===== src/rtl/keypad_event_scanner.sv =====
// 4x4 keypad scanner: row sequencer, sweep-level debounce, press events and control bus.
// Define KEY_REPEAT_EN to enable auto-repeat of a single held key.
module keypad_event_scanner #(
  parameter int SCAN_DIV     = 250,
  parameter int DEBOUNCE_CNT = 4,
  parameter int REPEAT_DELAY = 8,
  parameter int REPEAT_RATE  = 3
) (
  input  logic        clock,
  input  logic        reset,
  input  logic [3:0]  keyPad_col,
  output logic [3:0]  keyPad_row,
  output logic [15:0] key_map,
  output logic        key_valid,
  output logic [3:0]  key_code,
  output logic [3:0]  control
);

  typedef enum logic [1:0] {ROW0, ROW1, ROW2, ROW3} row_t;

  localparam int SW = $clog2(SCAN_DIV);
  localparam int DW = $clog2(DEBOUNCE_CNT + 1);

  row_t          state, state_nxt;
  logic [SW-1:0] slot_cnt;
  logic          slot_last, sweep_end, committed, commit, rpt, evt;
  logic [15:0]   raw, prev, old_map, newly, code_src;
  logic [DW-1:0] stable, stable_nxt;
  logic [3:0]    low_idx;

  assign slot_last = (slot_cnt == SW'(SCAN_DIV - 1));

  always_comb begin
    state_nxt  = state;
    keyPad_row = 4'b1111;
    case (state)
      ROW0: begin keyPad_row = 4'b1110; if (slot_last) state_nxt = ROW1; end
      ROW1: begin keyPad_row = 4'b1101; if (slot_last) state_nxt = ROW2; end
      ROW2: begin keyPad_row = 4'b1011; if (slot_last) state_nxt = ROW3; end
      ROW3: begin keyPad_row = 4'b0111; if (slot_last) state_nxt = ROW0; end
      default: state_nxt = ROW0;
    endcase
  end

  // Columns sample at the end of each slot, after SCAN_DIV-1 cycles of settling.
  always_ff @(posedge clock) begin
    if (reset) begin
      state     <= ROW0;
      slot_cnt  <= '0;
      raw       <= '0;
      sweep_end <= 1'b0;
    end else begin
      state     <= state_nxt;
      slot_cnt  <= slot_last ? '0 : slot_cnt + 1'b1;
      sweep_end <= slot_last && (state == ROW3);
      if (slot_last) raw[{state, 2'b00} +: 4] <= ~keyPad_col;
    end
  end

  always_comb begin
    stable_nxt = '0;
    if (raw == prev)
      stable_nxt = (stable == DW'(DEBOUNCE_CNT)) ? stable : stable + 1'b1;
    commit = sweep_end && (stable_nxt == DW'(DEBOUNCE_CNT)) && (raw != key_map);
  end

  always_ff @(posedge clock) begin
    if (reset) begin
      prev      <= '0;
      stable    <= '0;
      key_map   <= '0;
      old_map   <= '0;
      committed <= 1'b0;
    end else begin
      committed <= commit;
      if (sweep_end) begin
        stable <= stable_nxt;
        prev   <= raw;
      end
      if (commit) begin
        old_map <= key_map;
        key_map <= raw;
      end
    end
  end

`ifdef KEY_REPEAT_EN
  localparam int HMAX = (REPEAT_DELAY > REPEAT_RATE) ? REPEAT_DELAY : REPEAT_RATE;
  localparam int HW   = $clog2(HMAX + 1);

  logic [HW-1:0] hold, hold_tgt;
  logic          repeating, single;

  assign single   = (key_map != '0) && ((key_map & (key_map - 16'd1)) == '0);
  assign hold_tgt = repeating ? HW'(REPEAT_RATE) : HW'(REPEAT_DELAY);

  // Counts sweeps since the last commit; first target is the delay, then the rate.
  always_ff @(posedge clock) begin
    if (reset || commit) begin
      hold      <= '0;
      repeating <= 1'b0;
      rpt       <= 1'b0;
    end else begin
      rpt <= 1'b0;
      if (sweep_end && single) begin
        if (hold + 1'b1 == hold_tgt) begin
          hold      <= '0;
          repeating <= 1'b1;
          rpt       <= 1'b1;
        end else begin
          hold <= hold + 1'b1;
        end
      end
    end
  end
`else
  assign rpt = 1'b0;
`endif

  assign newly    = key_map & ~old_map;
  assign code_src = committed ? newly : key_map;
  assign evt      = (committed && (newly != '0)) || rpt;

  always_comb begin
    low_idx = '0;
    for (int i = 15; i >= 0; i--)
      if (code_src[i]) low_idx = 4'(i);
  end

  always_ff @(posedge clock) begin
    if (reset) begin
      key_valid <= 1'b0;
      key_code  <= '0;
    end else begin
      key_valid <= evt;
      if (evt) key_code <= low_idx;
    end
  end

  assign control = {key_map[0], key_map[5], key_map[6], key_map[4]};

endmodule

===== config.mk =====
export PLATFORM = sky130hd
export DESIGN_NAME = keypad_event_scanner
export DESIGN_NICKNAME = d
export VERILOG_FILES = /design/src/rtl/keypad_event_scanner.sv
export SDC_FILE = /design/constraint.sdc
export NUM_CORES = 1
export LEC_CHECK = 0
export CAP_MARGIN = 25
export CORE_MARGIN = 3
export CORE_UTILIZATION = 55
export CTS_CLUSTER_SIZE = 40
export DETAILED_ROUTE_END_ITERATION = 7
export PLACE_DENSITY = 0.83
export SYNTH_ARGS = -nofsm -noshare
export SYNTH_HDL_FRONTEND = slang
export SYNTH_SLANG_ARGS = --single-unit

===== constraint.sdc =====
create_clock -name clock -period 2.2 [get_ports clock]
set_input_delay 0.22 -clock clock [delete_from_list [all_inputs] [get_ports clock]]
set_output_delay 0.22 -clock clock [all_outputs]
set_load 0.02 [all_outputs]

==> results of run 1 <==
## timing repair
action	4_1_cts	5_1_grt
buffers inserted	0	1
resized for setup	1	4
endpoints found under the hold margin	0	0
setup endpoints to repair	1	5
pin swaps	0	1
## placed cells by master (no fill, tap or decap), types with 3 or more instances in the layout
master           instances
a21boi_0                 9
nor2b_1                  6
inv_1                   20
buf_4                   18
nand2_1                 19
xnor2_1                 20
nand2b_1                 4
o21ai_0                  5
nor2_1                  88
ha_1                    10
clkinvlp_4               3
nor3_1                  19
dfxtp_1                 83
mux2i_1                 49
nand3_1                  6
a21oi_1                 33
nor4_1                   4
clkdlybuf4s50_1         32
or3_1                    3
clkbuf_8                10
xor2_1                  18
nand4_1                  6
## cell families after synthesis
family                     Yosys count
and+or+nand+nor                    164
DFF                                 84
AOI/OAI and AO/OA                   64
muxes                               49
buffers and inverters               41
xor gates and xnor gates            38
adders and majority gates           10
## metal layers
metal  vias up  GRT usage
met5         -          0
met4         0      0.103
met3        17     0.0389
met2       100      0.351
met1      1567      0.310
li1       1617          -
## sequential cells by signal (all words and copies together), names as in the netlist
register and flops:
raw 16, state 2, key_map 16, key_valid 1, sweep_end 1, old_map 16
slot_cnt 8, key_code 4, stable 3, prev 16, committed 1
## power by group through the flow
stage / Clock (mW) / Combinational [mW] / Sequential (mW)
final: 1.24 / 0.0511 / 1.53
after detailed placement: 0 / 0.0509 / 1.56
after floorplan: 0 / 0.0291 / 1.56
after global placement: 0 / 0.0508 / 1.56
after CTS: 1.24 / 0.0508 / 1.53
after global routing: 1.31 / 0.0570 / 1.53
## cells in the mapped netlist (all sizes together)
cell type / n / area (um2)
xor2: 18 / 158
nand4: 7 / 58.8
o22ai: 2 / 12.5
nor4: 6 / 52.6
or3: 3 / 18.8
xnor2: 20 / 175
and3: 1 / 6.26
and2b: 1 / 7.51
inv: 20 / 75.1
ha: 10 / 125
a21oi: 33 / 165
nor3: 19 / 95.1
nor2b: 6 / 37.5
nand2: 19 / 71.3
a2111oi: 1 / 15.0
a31oi: 2 / 12.5
o211ai: 1 / 7.51
or2: 1 / 6.26
mux2i: 49 / 490
a311o: 1 / 10.0
dfxtp: 84 / 1680
a211o: 1 / 8.76
a21bo: 2 / 20.0
nand3: 6 / 30.0
or4b: 1 / 10.0
o41ai: 2 / 36.3
o221ai: 1 / 8.76
nand2b: 4 / 25.0
nor2: 88 / 330
nand3b: 1 / 7.51
a21boi: 10 / 75.1
nand4b: 1 / 8.76
buf: 12 / 93.8
o2111ai: 1 / 8.76
o21ai: 5 / 25.0
o31ai: 2 / 15.0
clkbuf: 9 / 33.8
## area by class of cell
cell class	instances	area, um2	share of cell area
clock buffer	10	138	0.0288
clock inverter	6	87.6	0.0184
inverter	20	75.1	0.0157
multi-input combinational	325	2160	0.453
sequential	84	1680	0.353
tap	96	120	0.0252
timing repair buffer	54	509	0.107
## final timing paths
kind | startpoint | end | slack (ns) | cells after the start
worst max-delay path | key_map[0]$_SDFFE_PP0P_ | key_code[2]$_SDFFE_PP0P_ | 0.14 | 7
worst min-delay path | reset | key_map[0]$_SDFFE_PP0P_ | 0.30 | 2
worst max register to register | key_map[0]$_SDFFE_PP0P_ | key_code[2]$_SDFFE_PP0P_ | 0.14 | 7
worst min register to register | key_code[1]$_SDFFE_PP0P_ | key_code[1]$_SDFFE_PP0P_ | 0.46 | 2
## worst max-delay path, stage by stage (launching register included)
cell and delay, ns:
dfxtp_1 0.39, and2b_1 0.25, a2111oi_4 0.38, o2111ai_2 0.21, o41ai_4 0.32, buf_4 0.21
a311o_1 0.12, a21oi_1 0.06
## metrics by stage
| stage | util | setup slack, ns | area (um2) |
|---|---|---|---|
| after CTS | 0.682 | 0.0758 | 4740 |
| after global placement | 0.650 | 0.0792 | 4510 |
| after detailed placement | 0.650 | 0.101 | 4510 |
| after floorplan | - | 0.376 | 4020 |
| after global routing | 0.687 | 0.0535 | 4770 |
| final | 0.687 | 0.135 | 4770 |
==> impl_metrics.sql, run 1 <==
INSERT INTO impl_metrics (metric_group, metric, value, unit) VALUES
('outcome', 'run_status', 'complete, no violations', ''),
('synth', 'netlist_instances', '450', ''),
('placement', 'gpl.final_weighted_congestion', '0.858', ''),
('sta', 'fin_worst_skew', '0.0121', 'ns'),
('sta', 'setup_viol', '0', ''),
('global_route', 'via_count_of_the_first_global_routing_pass', '3167', ''),
('synth', 'ys_seq_elements', '84', ''),
('detailed_routing', 'routed-wl-met3', '416', 'um'),
('sta', 'slew_viol_final', '0', ''),
('final_layout', 'areaGrowthSynthToFinish', '18.7', '%'),
('sta', 'timing.final.crit_share', '0.939', ''),
('clock_tree', 'cts-htree-levels', '3', ''),
('final_layout', 'fin_nets', '510', ''),
('clock_tree', 'clk_latency', '0.36', 'ns'),
('pwr', 'share_seq_of_total_power', '0.542', ''),
('pwr', 'peakVddDrop', '0.359', 'mV'),
('detailed_routing', 'route.final.wire_length', '9.10', 'mm'),
('synth', 'postSynthAreaPerCell', '8.93', 'um2'),
('sta', 'fmaxAchievable', '484', 'MHz'),
('detailed_routing', 'first_pass_iters', '5', ''),
('critical_path', 'crit_arrival', '2.30', 'ns'),
('die', 'core_region_area', '6940', 'um2'),
('die', 'design.die.area', '8370', 'um2'),
('pwr', 'power_frac_clock', '0.440', ''),
('clock_tree', 'number_of_buffers_added_to_fix_hold_violations_after_cts', '0', ''),
('flow_run', 'max-cap-violations', '0', ''),
('global_route', 'grt_first_pass_wirelength', '15.4', 'mm'),
('synth', 'post_synthesis_mux_area_share', '0.122', ''),
('sta', 'worst_pin_slew', '0.498', 'ns'),
('synth', 'synthAdderAreaFrac', '0.0311', ''),
('pwr', 'power.density', '591', 'nW/um2'),
('final_layout', 'layout.filler_cells', '519', ''),
('sta', 'period_needed', '2.06', 'ns'),
('detailed_routing', 'top_layer_used', 'met4', ''),
('global_route', 'globalRouteOverflowTotal', '0', ''),
('sta', 'endpoints_failing_hold', '0', ''),
('synth', 'synth_top_family_by_area', 'simple AND/OR/NAND/NOR gates', ''),
('critical_path', 'start_kind', 'register', ''),
('placement', 'dp_hpwl', '6.51', 'mm'),
('detailed_routing', 'drt_iter0_markers', '274', ''),
('synth', 'net_count_after_synthesis', '466', ''),
('critical_path', 'cp-end-kind', 'register', ''),
('die', 'pin_count', '35', ''),
('final_layout', 'layoutNonFillerInstCount', '595', ''),
('critical_path', 'worst_path_maximum_fanout', '9', ''),
('pwr', 'internal_power', '2.21', 'mW'),
('pwr', 'power.share.switching', '0.216', ''),
('final_layout', 'post_route_cells_drive_above_1_share', '0.0942', ''),
('clock_tree', 'clock_tree.buffer_depth', '2', ''),
('detailed_routing', 'avgViaCountPerCell', '5.55', ''),
('sta', 'slew-limit-headroom', '0.668', ''),
('global_route', 'grt_antenna_before_repair', '0', ''),
('detailed_routing', 'route.antenna.remaining_nets', '0', ''),
('pwr', 'switching_power', '0.609', 'mW'),
('synth', 'synth_compound_gate_area_share', '0.105', ''),
('synth', 'synth-simple-area-share', '0.191', ''),
('placement', 'placed_cells', '578', ''),
('detailed_routing', 'met2_wirelength', '4.29', 'mm'),
('global_route', 'gr-usage-all-layers', '0.228', ''),
('pwr', 'power.total', '2.82', 'mW'),
('synth', 'ys_seq_area_frac', '0.418', ''),
('clock_tree', 'clock_pin_transition_on_the_worst_setup_and_hold_timing_paths', '0.09', 'ns'),
('placement', 'port-buffer-count', '34', ''),
('critical_path', 'worstPathRequired', '2.43', 'ns'),
('synth', 'mappedNetlistArea', '4020', 'um2'),
('final_layout', 'antenna_fix_cells', '0', ''),
('synth', 'yosys.cell_types.count', '43', ''),
('sta', 'grt_setup_unrepaired', 'false', ''),
('critical_path', 'critical_path_class', 'register to register', ''),
('die', 'initial_utilization', '0.579', ''),
('sta', 'final.hold.worst_slack', '0.303', 'ns');
Note: power is estimated with default switching activity, not from simulation.
==> inputs of run 2 (changes only) <==
--- a/config.mk
+++ b/config.mk
@@ -7,10 +7,10 @@
 export LEC_CHECK = 0
 export CAP_MARGIN = 25
 export CORE_MARGIN = 3
-export CORE_UTILIZATION = 55
+export CORE_UTILIZATION = 52
 export CTS_CLUSTER_SIZE = 40
 export DETAILED_ROUTE_END_ITERATION = 7
-export PLACE_DENSITY = 0.83
+export PLACE_DENSITY = 0.82
 export SYNTH_ARGS = -nofsm -noshare
 export SYNTH_HDL_FRONTEND = slang
 export SYNTH_SLANG_ARGS = --single-unit
==> constraint.sdc (replaced) <==
create_clock -name clock -period 1.8 [get_ports clock]
set_input_delay 0.18 -clock clock [delete_from_list [all_inputs] [get_ports clock]]
set_output_delay 0.18 -clock clock [all_outputs]
set_load 0.02 [all_outputs]
==> run 2 against run 1 <==
Effect of this change:
- the run now ends with setup timing left
- combinational power increased by 31%
- core utilization increased by 3.8 points
- via count increased by 11%
- critical path type unchanged
- largest cell class unchanged
==> impl_metrics.sql, run 2 (synthesis gave the netlist of run 1 again) <==
INSERT INTO impl_metrics (metric_group, metric, value, unit) VALUES
('pwr', 'power.share.switching', '0.214', ''),
('clock_tree', 'number_of_buffers_inserted_during_clock_tree_synthesis', '9', ''),
('final_layout', 'areaGrowthSynthToFinish', '32.9', '%'),
('final_layout', 'post-route-util', '0.725', ''),
('detailed_routing', 'vias', '3664', ''),
('global_route', 'globalRouteOverflowTotal', '0', ''),
('final_layout', 'antenna_fix_cells', '0', ''),
('pwr', 'internal_power', '2.50', 'mW'),
('detailed_routing', 'detail_route.drc_violations', '0', ''),
('critical_path', 'start_kind', 'register', ''),
('die', 'chipWidth', '93.9', 'um'),
('final_layout', 'layout_common_cells', 'nor2_1 (87), buf_4 (73), dfxtp_1 (62)', ''),
('detailed_routing', 'first_pass_iters', '7', ''),
('worst_hold_path', 'worst_hold_path_type', 'primary input to register', ''),
('final_layout', 'fin_nets', '570', ''),
('clock_tree', 'number_of_buffers_added_to_fix_hold_violations_after_cts', '0', ''),
('sta', 'worst_pin_slew', '0.450', 'ns'),
('global_route', 'gr-usage-all-layers', '0.253', ''),
('clock_tree', 'clock_tree.buffer_depth', '2', ''),
('global_route', 'via_count_of_the_first_global_routing_pass', '3667', ''),
('clock_tree', 'clock_pin_transition_on_the_worst_setup_and_hold_timing_paths', '0.08', 'ns'),
('sta', 'endpoints_failing_hold', '0', ''),
('pwr', 'peakVddDrop', '0.382', 'mV'),
('sta', 'timing.final.crit_share', '1.11', ''),
('sta', 'slew-limit-headroom', '0.700', ''),
('sta', 'grt_setup_unrepaired', 'true', ''),
('detailed_routing', 'drt_iter0_markers', '210', ''),
('detailed_routing', 'route.antenna.remaining_nets', '0', ''),
('sta', 'fin_worst_skew', '0.00745', 'ns'),
('critical_path', 'critical_path_class', 'register to register', ''),
('placement', 'dp_slack', '-0.161', 'ns'),
('placement', 'dpl_cell_area', '4950', 'um2'),
('pwr', 'share_seq_of_total_power', '0.585', ''),
('global_route', 'grt_start_max_net_pins', '22', ''),
('worst_hold_path', 'worst_hold_path_stage_count', '2', ''),
('clock_tree', 'cts-htree-levels', '3', ''),
('die', 'pin_count', '35', ''),
('critical_path', 'worst_path_maximum_fanout', '7', ''),
('pwr', 'power_frac_clock', '0.394', ''),
('global_route', 'grt_antenna_before_repair', '0', ''),
('placement', 'gpl.final_weighted_congestion', '0.857', ''),
('sta', 'slew_viol_final', '0', ''),
('final_layout', 'mostFrequentLayoutCell', 'nor2_1', ''),
('detailed_routing', 'route.final.wire_length', '11.2', 'mm'),
('die', 'floorplan.die.height', '93.9', 'um'),
('die', 'design.die.area', '8820', 'um2'),
('sta', 'final_critical_path_setup_slack', '-0.200', 'ns'),
('pwr', 'switching_power', '0.681', 'mW'),
('placement', 'dp_hpwl', '7.33', 'mm'),
('clock_tree', 'clock_tree.root_cell', 'clkbuf_8', ''),
('clock_tree', 'tritoncts', 'done', ''),
('final_layout', 'final_area', '5340', 'um2'),
('sta', 'period_needed', '2.00', 'ns'),
('detailed_routing', 'wl_per_cell', '17.0', 'um'),
('critical_path', 'crit_arrival', '2.24', 'ns'),
('clock_tree', 'numClockSinks', '84', ''),
('pwr', 'comb_power_share', '0.021', ''),
('die', 'initial_utilization', '0.545', ''),
('final_layout', 'post_route_cells_drive_above_1_share', '0.253', ''),
('critical_path', 'cp-end-kind', 'register', ''),
('pwr', 'power.density', '595', 'nW/um2'),
('critical_path', 'worstPathRequired', '2.04', 'ns'),
('pwr', 'power.total', '3.18', 'mW'),
('critical_path', 'rr_worst_depth', '8', ''),
('flow_run', 'max-cap-violations', '0', ''),
('clock_tree', 'clk_latency', '0.35', 'ns'),
('outcome', 'run_status', 'finished with violations', ''),
('outcome', 'failed_checks', 'setup timing', ''),
('detailed_routing', 'avgViaCountPerCell', '5.59', ''),
('die', 'core_region_area', '7370', 'um2'),
('sta', 'setup_tns', '-4.99', 'ns'),
('global_route', 'grt_first_pass_wirelength', '17.4', 'mm'),
('sta', 'fmaxAchievable', '500', 'MHz'),
('pwr', 'total_leakage_power', '2.41', 'nW'),
('die', 'std_cell_rows', '31', ''),
('placement', 'port-buffer-count', '34', ''),
('sta', 'setup_viol', '36', '');
run 2: cell types whose count changed in the layout (fill, tap and decap cells not counted), moves of 6 or more:
cell / delta
dfxtp_1: -21
dfxtp_2: +17
a21boi_1: +6
a21boi_0: -7
buf_4: +55
run 2: final timing paths:
path / slack [ns] / to / from
worst max register to register: -0.20 / key_map[0]$_SDFFE_PP0P_ / raw[0]$_SDFFE_PP0P_
worst min-delay path: 0.25 / old_map[1]$_SDFFE_PP0P_ / reset
worst min register to register: 0.47 / key_code[3]$_SDFFE_PP0P_ / key_code[3]$_SDFFE_PP0P_
worst max-delay path: -0.20 / key_map[0]$_SDFFE_PP0P_ / raw[0]$_SDFFE_PP0P_
run 2: layout make-up:
type / count / area (um2)
clock buffer: 11 / 131
inverter: 20 / 75.1
tap: 99 / 124
sequential: 84 / 1720
clock inverter: 3 / 40.0
fill: 491 / 2030
timing repair buffer: 114 / 998
multi-input combinational: 325 / 2250
run 2: what timing repair did:
| action | 4_1_cts | 5_1_grt |
|---|---|---|
| cloned | 2 | 1 |
| endpoints found under the setup margin | 42 | 47 |
| setup buffers | 1 | 2 |
| resized for setup | 37 | 21 |
| hold endpoints to repair | 0 | 0 |
| pin swaps | 8 | 10 |
run 2: power by group through the flow:
stage                     Sequential, mW  Clock (mW)  Combinational (mW)
final                               1.86        1.25              0.0668
after global routing                1.86        1.33              0.0717
after CTS                           1.86        1.26              0.0646
after detailed placement            1.91           0              0.0642
after global placement              1.91           0              0.0621
after floorplan                     1.91           0              0.0356
run 2: worst max-delay path, cell delays in order, from the launching register on:
cell	delay (ns)
dfxtp_2	0.35
buf_6	0.12
xor2_1	0.17
nor4_2	0.30
nand4_1	0.22
nand4_4	0.25
clkbuf_16	0.20
mux2i_1	0.21
nor2_1	0.06
run 2: metrics by stage:
stage,std cells,hold WS (ns)
CTS,654,0.242
global route,656,0.271
floorplan,450,0.400
detailed placement,637,0.447
global placement,637,0.438
finish,656,0.254
run 2: layer usage:
layer,global-route usage,part of all wire,vias up
li1,-,-,1728
met1,0.306,0.41,1746
met2,0.422,0.51,147
met3,0.0545,0.057,43
met4,0.124,0.030,0
met5,0,0,-
